<file path="src/rtl/barrel_shift_cmd_stage.sv">
// Command stage around an external 8-bit shift/rotate network: a command FIFO feeds the
// shifter from its head, and the shifter result is captured in a stall-safe output register.
module barrel_shift_cmd_stage #(
   parameter int DEPTH = 4,
   parameter int AW    = 2
) (
   input  logic          clk,
   input  logic          rst_n,
   input  logic          flush,
   input  logic          in_valid,
   output logic          in_ready,
   input  logic [7:0]    in_data,
   input  logic [2:0]    in_sel,
   input  logic          in_cntrl,
   output logic [7:0]    sh_x,
   output logic [2:0]    sh_sel,
   output logic          sh_cntrl,
   input  logic [7:0]    sh_z,
   output logic          out_valid,
   input  logic          out_ready,
   output logic [7:0]    out_data,
   output logic [2:0]    out_sel,
   output logic          out_cntrl,
   output logic [AW:0]   fill_level
);

   localparam int            CW     = AW + 1;
   localparam logic [AW:0]   C_FULL = CW'(DEPTH);

   logic [7:0]    r_mem_data  [DEPTH];
   logic [2:0]    r_mem_sel   [DEPTH];
   logic          r_mem_cntrl [DEPTH];
   logic [AW-1:0] r_wr_ptr;
   logic [AW-1:0] r_rd_ptr;
   logic [AW:0]   r_count;
   logic          r_out_valid;
   logic [7:0]    r_out_data;
   logic [2:0]    r_out_sel;
   logic          r_out_cntrl;

   logic w_empty;
   logic w_full;
   logic w_push;
   logic w_pop;
   logic w_slot_free;

   assign w_empty     = (r_count == '0);
   assign w_full      = (r_count == C_FULL);
   assign w_push      = in_valid & ~w_full;
   assign w_slot_free = ~r_out_valid | out_ready;
   assign w_pop       = ~w_empty & w_slot_free;

   // The head is forced to zero when empty so the shifter sees a quiet input.
   assign sh_x     = w_empty ? 8'h00 : r_mem_data[r_rd_ptr];
   assign sh_sel   = w_empty ? 3'd0  : r_mem_sel[r_rd_ptr];
   assign sh_cntrl = w_empty ? 1'b0  : r_mem_cntrl[r_rd_ptr];

   assign in_ready   = ~w_full;
   assign out_valid  = r_out_valid;
   assign out_data   = r_out_data;
   assign out_sel    = r_out_sel;
   assign out_cntrl  = r_out_cntrl;
   assign fill_level = r_count;

   always_ff @(posedge clk) begin
      if (w_push && !flush) begin
         r_mem_data[r_wr_ptr]  <= in_data;
         r_mem_sel[r_wr_ptr]   <= in_sel;
         r_mem_cntrl[r_wr_ptr] <= in_cntrl;
      end
   end

   always_ff @(posedge clk or negedge rst_n) begin
      if (!rst_n) begin
         r_wr_ptr <= '0;
         r_rd_ptr <= '0;
         r_count  <= '0;
      end else if (flush) begin
         r_wr_ptr <= '0;
         r_rd_ptr <= '0;
         r_count  <= '0;
      end else begin
         if (w_push) r_wr_ptr <= r_wr_ptr + AW'(1);
         if (w_pop)  r_rd_ptr <= r_rd_ptr + AW'(1);
         case ({w_push, w_pop})
            2'b10:   r_count <= r_count + CW'(1);
            2'b01:   r_count <= r_count - CW'(1);
            default: r_count <= r_count;
         endcase
      end
   end

   // Output register only changes on a pop or on acceptance; otherwise it stays frozen.
   always_ff @(posedge clk or negedge rst_n) begin
      if (!rst_n) begin
         r_out_valid <= 1'b0;
         r_out_data  <= 8'h00;
         r_out_sel   <= 3'd0;
         r_out_cntrl <= 1'b0;
      end else if (flush) begin
         r_out_valid <= 1'b0;
      end else if (w_pop) begin
         r_out_valid <= 1'b1;
         r_out_data  <= sh_z;
         r_out_sel   <= sh_sel;
         r_out_cntrl <= sh_cntrl;
      end else if (r_out_valid && out_ready) begin
         r_out_valid <= 1'b0;
      end
   end

endmodule

</file>
<file path="config.mk">
export PLATFORM = sky130hd
export DESIGN_NAME = barrel_shift_cmd_stage
export DESIGN_NICKNAME = d
export VERILOG_FILES = /design/src/rtl/barrel_shift_cmd_stage.sv
export SDC_FILE = /design/constraint.sdc
export NUM_CORES = 1
export LEC_CHECK = 0
export ABC_AREA = 1
export BUFFER_PORTS_ARGS = -buffer_cell sky130_fd_sc_hd__buf_2
export CAP_MARGIN = 20
export CORE_UTILIZATION = 54
export CTS_CLUSTER_DIAMETER = 150
export DETAILED_ROUTE_END_ITERATION = 10
export PLACE_DENSITY = 0.84
export SKIP_LAST_GASP = 1
export SYNTH_ARGS = -nofsm -noshare
export SYNTH_HDL_FRONTEND = slang
export SYNTH_SLANG_ARGS = --single-unit
</file>
<file path="constraint.sdc">
create_clock -name clk -period 2.5 [get_ports clk]
set_clock_uncertainty 0.2 [all_clocks]
set_input_delay 0.25 -clock clk [delete_from_list [all_inputs] [get_ports clk]]
set_output_delay 0.25 -clock clk [all_outputs]
set_load 0.01 [all_outputs]
</file>
==> metrics.txt, run 1 <==
status=completed; sequential cell area fraction in the yosys report=68.3%; CTS Buf Count=9; CP bufs+invs=2; layout cells sized above 1=25.1%; # DRC=0; power per cell area=1070 nW/um^2; IO Pins=54; Hold Vio Cnt, Final=0; Max-slew headroom=65.8%; yosys warns=0; setup TNS=0 ns; reg2reg start=fill_level[1]$_DFFE_PN0P_; area grow syn2layout=27.5%; R2R Path End=fill_level[2]$_DFFE_PN0P_; antenna-violating nets left=0; vias in the first global route=1989; Worst path top cell family by delay=buffers and inverters; All-Layer GR Usage=24.6%; crit-path cells=nor2_2 -> nand2_2 -> inv_1 -> a21oi_1 -> buf_2; Gate Count Post-Synth=256; CP endpoint=sh_x[6]; n_diodes=0; Final Util=71.4%; f_max=0.450 GHz; post-synth top area share=50.7%; final setup violation count=0; Worst Path Arrival=1.77 ns; Leak=1.60 nW; most frequent cells in the layout=buf_2, nor2_1, edfxtp_1; hold depth=4; Yosys reg bits=68; Syn Std Cell Area=2840 sq um; worst reg2reg path depth=10; filler cell count=348; Setup WS post-layout=0.280 ns; Total Nets Final=372; Max Cap Violations=0; Die Ht=74.5 um; pre-CTS setup slack=0.379 ns; largest net degree at the start of global routing=26; DRT Wirelength=6.17 mm; post-synth top area cell=edfxtp_1; Worst Hold Class=primary input to flop; grt ovf=0; Critical path origin=fill_level[1]$_DFFE_PN0P_; Clock Tree Root=clkbuf_8; core area=5070 sq um; 1st-pass router iterations=4; CTS tree=built; Avg WL per Cell=14.8 um; R2R setup slack=0.37 ns; FF+latch area=1940 sq um; dpl hpwl=3.57 mm; Crit Path Class=flop to primary output; initial antenna violation count=0; post-cts resize count=0; Worst-Margin Slew=0.513 ns; Starting Density=56.0%; minimum clock period=2.22 ns; Port Buffers=53; Synth cell types=24; DIE AREA=5560 sq um; critical-path maximum fanout=11; area occupied by multi-input gates=778 sq um; CP max stage delay=0.43 ns; Area contributors post-synth=edfxtp_1, dfrtp_1, nor2_1, nand2_1, o21ai_0; Rows=26; TritonCTS Sinks=68; RSZ-0062 raised after global routing=false; CP endpoint kind=primary output; Final period util=88.8%; htree depth=3; Syn Nets=286; WP data required=2.05 ns; Max VDD drop=574 uV; WP depth=5; Reg clk slew, reported paths=0.07 ns; Initial DRC Count=151; clock buffer depth=2; commonest non-fill, non-tap cell in the layout=buf_2; first-pass GRT wire length=9.34 mm; Final GP Congestion=0.753; Mean Syn Cell Area=11.1 sq um; worst skew pair latency=0.35 ns; DR vias/cell=5.16; Slew Viols, Final=0; vias=2153; Slowest-stage cell, CP=dfrtp_1; DIE WIDTH=74.5 um; crit path launch type=flop; Design Power=0.00386 W
## cell families after synthesis
kind of cell / count (synthesis) / share of synthesized area (%)
simple gates: 105 / 15.3
flops: 68 / 68.3
compound gates: 49 / 9.29
buf+inv: 28 / 4.27
fa+ha+maj: 5 / 2.47
xor+xnor: 1 / 0.308
## metrics by stage
stage | instance area (sq um) | instances | hold slack (ns)
5_1_grt | 3620 | 417 | 0.0752
2_1_floorplan | 2840 | 256 | -0.246
6_report | 3620 | 417 | 0.0594
3_5_place_dp | 3220 | 380 | 0.0251
3_3_place_gp | 3220 | 380 | 0.0162
4_1_cts | 3620 | 417 | 0.0633
## what timing repair did
action                                 in CTS  in global routing
setup buffers                               0                  0
endpoints found under the hold margin      76                  0
hold buffers                               21                  0
## sequential cells by signal, indices dropped and copies added (netlist names)
register     cells
r_rd_ptr         2
out_cntrl        1
r_wr_ptr         2
r_mem_data      32
out_data         8
r_mem_sel       12
out_sel          3
r_mem_cntrl      4
out_valid        1
fill_level       3
## per-layer routing
layer	up-vias	part of all wire, %	wire, um	GRT usage [%]
li1	1032	-	-	-
met1	1018	39	2440	27.7
met2	85	52	3180	40.5
met3	18	5.8	359	9.89
met4	0	3.1	192	12.4
met5	-	0	0	0
## layout make-up
cell class              instances  area share, %
clock buffers                   9           3.42
inverters                      19           2.04
well taps                      70           2.42
multi-input cells             160           21.5
flip-flops and latches         68           53.6
clock inverters                 7           1.83
repair buffers                 84           15.2
## cells in the mapped netlist
master,instances
nor2_1,49
edfxtp_1,48
nand2_1,45
o21ai_0,29
dfrtp_1,20
inv_1,16
a21oi_1,11
buf_2,5
nand3_1,5
ha_1,4
o21ai_1,4
clkbuf_1,3
o22a_1,3
a21oi_2,2
inv_2,2
nand2_2,2
buf_6,1
fa_1,1
inv_4,1
nand2_4,1
nand3b_1,1
nor2_2,1
nor2_8,1
xor2_1,1
## worst min-delay path by stage
stage	startpoint	to	slack [ns]
after floorplan	rst_n	fill_level[0]$_DFFE_PN0P_	-0.25
after global placement	rst_n	fill_level[0]$_DFFE_PN0P_	0.02
after detailed placement	rst_n	fill_level[0]$_DFFE_PN0P_	0.03
after CTS	flush	fill_level[2]$_DFFE_PN0P_	0.06
after global routing	flush	fill_level[2]$_DFFE_PN0P_	0.08
final	flush	fill_level[2]$_DFFE_PN0P_	0.06
## worst register-to-register path, delay by kind of cell (launching register included)
| family | cells | cell delay (ns) |
|---|---|---|
| flip-flops | 1 | 0.43 |
| AO/OA/AOI/OAI | 1 | 0.11 |
| AND/OR/NAND/NOR | 6 | 0.65 |
| XOR/XNOR | 1 | 0.20 |
| adder cells (fa/ha/maj) | 1 | 0.37 |
| buffers and inverters | 1 | 0.07 |
## power by group
| part | total [W] | internal [W] | switching (W) |
|---|---|---|---|
| logic | 0.00148 | 0.000527 | 0.000949 |
| registers | 0.00150 | 0.00139 | 0.000105 |
| clock network | 0.000892 | 0.000455 | 0.000437 |
| total | 0.00386 | 0.00237 | 0.00149 |
(Power assumes the default switching activity.)
==> inputs of run 2 (changes only) <==
Settings changed: CORE_ASPECT_RATIO set to 0.7.
==> metrics.txt, run 2 (synthesized netlist as in run 1, its figures left out) <==
status=completed; Design Power=0.00383 W (-0.78%); Avg WL per Cell=13.9 um (-6.3%); Worst-Margin Slew=0.501 ns (-0.0114 ns); most frequent cells in the layout=buf_2, nor2_1, edfxtp_1; grt ovf=0 (unchanged); n_diodes=0 (unchanged); fin cells=412 (-1.2%); Clk pwr share=22.9% (-0.2 points); Initial DRC Count=178 (+18%); DIE WIDTH=88.7 um (+19%); area grow syn2layout=26.6%; Hold Vio Cnt, Final=0 (unchanged); vias in the first global route=2033 (+2.2%); 1st-pass router iterations=4 (unchanged); All-Layer GR Usage=22.8% (-1.8 points); Max VDD drop=539 uV (-6.2%); reg2reg start=fill_level[0]$_DFFE_PN0P_; setup TNS=0 ns (unchanged); R2R Path End=fill_level[2]$_DFFE_PN0P_; post-CTS setup buffer count=0 (unchanged); Final period util=91.8% (+3.0 points); power per cell area=1070 nW/um^2 (about the same); Cells after DPL=375 (-1.3%); Max Cap Violations=0 (unchanged); Most flops, register=r_mem_data; clock buffer depth=2 (unchanged); Crit Path Class=flop to primary output; Total Nets Final=368 (-1.1%); core area=4910 sq um (-3.2%); RSZ-0062 raised after global routing=false; critical-path maximum fanout=15 (+4); WP data required=2.05 ns (about the same); Reg clk slew, reported paths=0.07 ns (about the same); final setup violation count=0 (unchanged); htree depth=3 (unchanged); largest net degree at the start of global routing=26 (unchanged); Worst Hold Class=primary input to flop; initial antenna violation count=0 (unchanged); minimum clock period=2.30 ns (+0.0758 ns); IO Pins=54 (unchanged); worst skew pair latency=0.33 ns (-0.02 ns); Leak=1.59 nW (-0.47%); CP endpoint kind=primary output; Reg power frac=39.4% (+0.7 points); CP endpoint=sh_sel[1]; Final GP Congestion=0.843 (+12%); CTS tree=built; Rows=21 (-19%); pre-CTS setup slack=0.417 ns (+0.0378 ns); post-cts resize count=0 (unchanged); worst reg2reg path depth=10 (unchanged); layout cells sized above 1=24.8% (-0.29 points); flip-flop count of the largest register after layout=32 (unchanged); # DRC=0 (unchanged); R2R setup slack=0.39 ns (+0.02 ns); DR vias/cell=5.01 (-3.0%); Clock Tree Root=clkbuf_8; Die Ht=62.7 um (-16%); TritonCTS Sinks=68 (unchanged); Worst Path Arrival=1.85 ns (+0.08 ns); Hold WS=0.0907 ns (+0.0313 ns); dpl hpwl=3.40 mm (-4.8%); DRT Wirelength=5.71 mm (-7.4%); commonest non-fill, non-tap cell in the layout=buf_2; switching share of power=38.0% (-0.59 points); Setup WS post-layout=0.204 ns (-0.0758 ns); Logic pwr share=37.7% (-0.5 points); Psw=0.00146 W (-2.3%); Critical path origin=r_rd_ptr[0]$_DFFE_PN0P_; vias=2063 (-4.2%); Pint=0.00238 W (+0.18%); first-pass GRT wire length=9.25 mm (-1.0%); CTS Buf Count=9 (unchanged); Starting Density=57.8% (+1.8 points); DIE AREA=5560 sq um (about the same); antenna-violating nets left=0 (unchanged); f_max=0.436 GHz (-3.3%); Max-slew headroom=66.5% (+0.76 points); Slew Viols, Final=0 (unchanged); Port Buffers=53 (unchanged); crit path launch type=flop
run 2: cell types whose count changed in the layout (fill, tap and decap cells not counted):
cell | previous run | this run
buf_4 | 10 | 6
clkinv_1 | 2 | 0
clkinv_4 | 0 | 1
clkinvlp_4 | 2 | 0
inv_4 | 1 | 4
run 2: layout make-up:
| class | count | area [sq um] |
|---|---|---|
| sequential | 68 | 1940 |
| fill | 307 | 1320 |
| multi-input combinational | 160 | 778 |
| timing repair buffer | 80 | 520 |
| clock buffer | 9 | 124 |
| tap | 69 | 86.3 |
| inverter | 19 | 73.8 |
| clock inverter | 7 | 71.3 |
run 2: how the worst min path moves through the flow:
stage	from	endpoint	slack [ns]	depth (start not counted)
floorplan	rst_n	fill_level[0]$_DFFE_PN0P_	-0.25	0
global placement	rst_n	fill_level[1]$_DFFE_PN0P_	0.01	1
detailed placement	rst_n	fill_level[1]$_DFFE_PN0P_	0.01	1
CTS	flush	out_data[2]$_DFFE_PN0P_	0.07	4
global route	out_ready	out_valid$_DFFE_PN0P_	0.12	4
finish	out_ready	out_valid$_DFFE_PN0P_	0.09	4
run 2: power groups by stage:
stage	combinational [W]	sequential, W	clock [W]
finish	0.00144	0.00151	0.000879
global placement	0.00137	0.00152	0
detailed placement	0.00140	0.00153	0
floorplan	0.000899	0.00156	0
CTS	0.00144	0.00151	0.000889
global route	0.00161	0.00153	0.000936
run 2: per-layer routing:
metal / GRT usage, % / part of all wire [%] / up-vias
li1: - / - / 1024
met1: 28.8 / 42 / 953
met2: 36.3 / 49 / 78
met3: 5.68 / 7.3 / 8
met4: 11.9 / 1.4 / 0
met5: 0 / 0 / -
run 2: metrics by stage:
step                      util [%]  instance area [sq um]
after floorplan                  -                   2840
after global placement        64.9                   3190
after detailed placement      64.9                   3190
after CTS                     73.2                   3600
after global routing          73.2                   3600
final                         73.2                   3600
run 2: worst max-delay path, stage by stage, from the launching register on:
cell     delay, ns
dfrtp_1       0.59
buf_4         0.29
nor2_1        0.07
nor2_1        0.07
o21ai_0       0.10
o21ai_0       0.10
nand2_1       0.10
inv_1         0.06
buf_2         0.13
run 2: what timing repair did:
item | in CTS | in global routing
hold buffers | 21 | 0
hold endpoints to repair | 76 | 0
endpoints found under the setup margin | 0 | 0
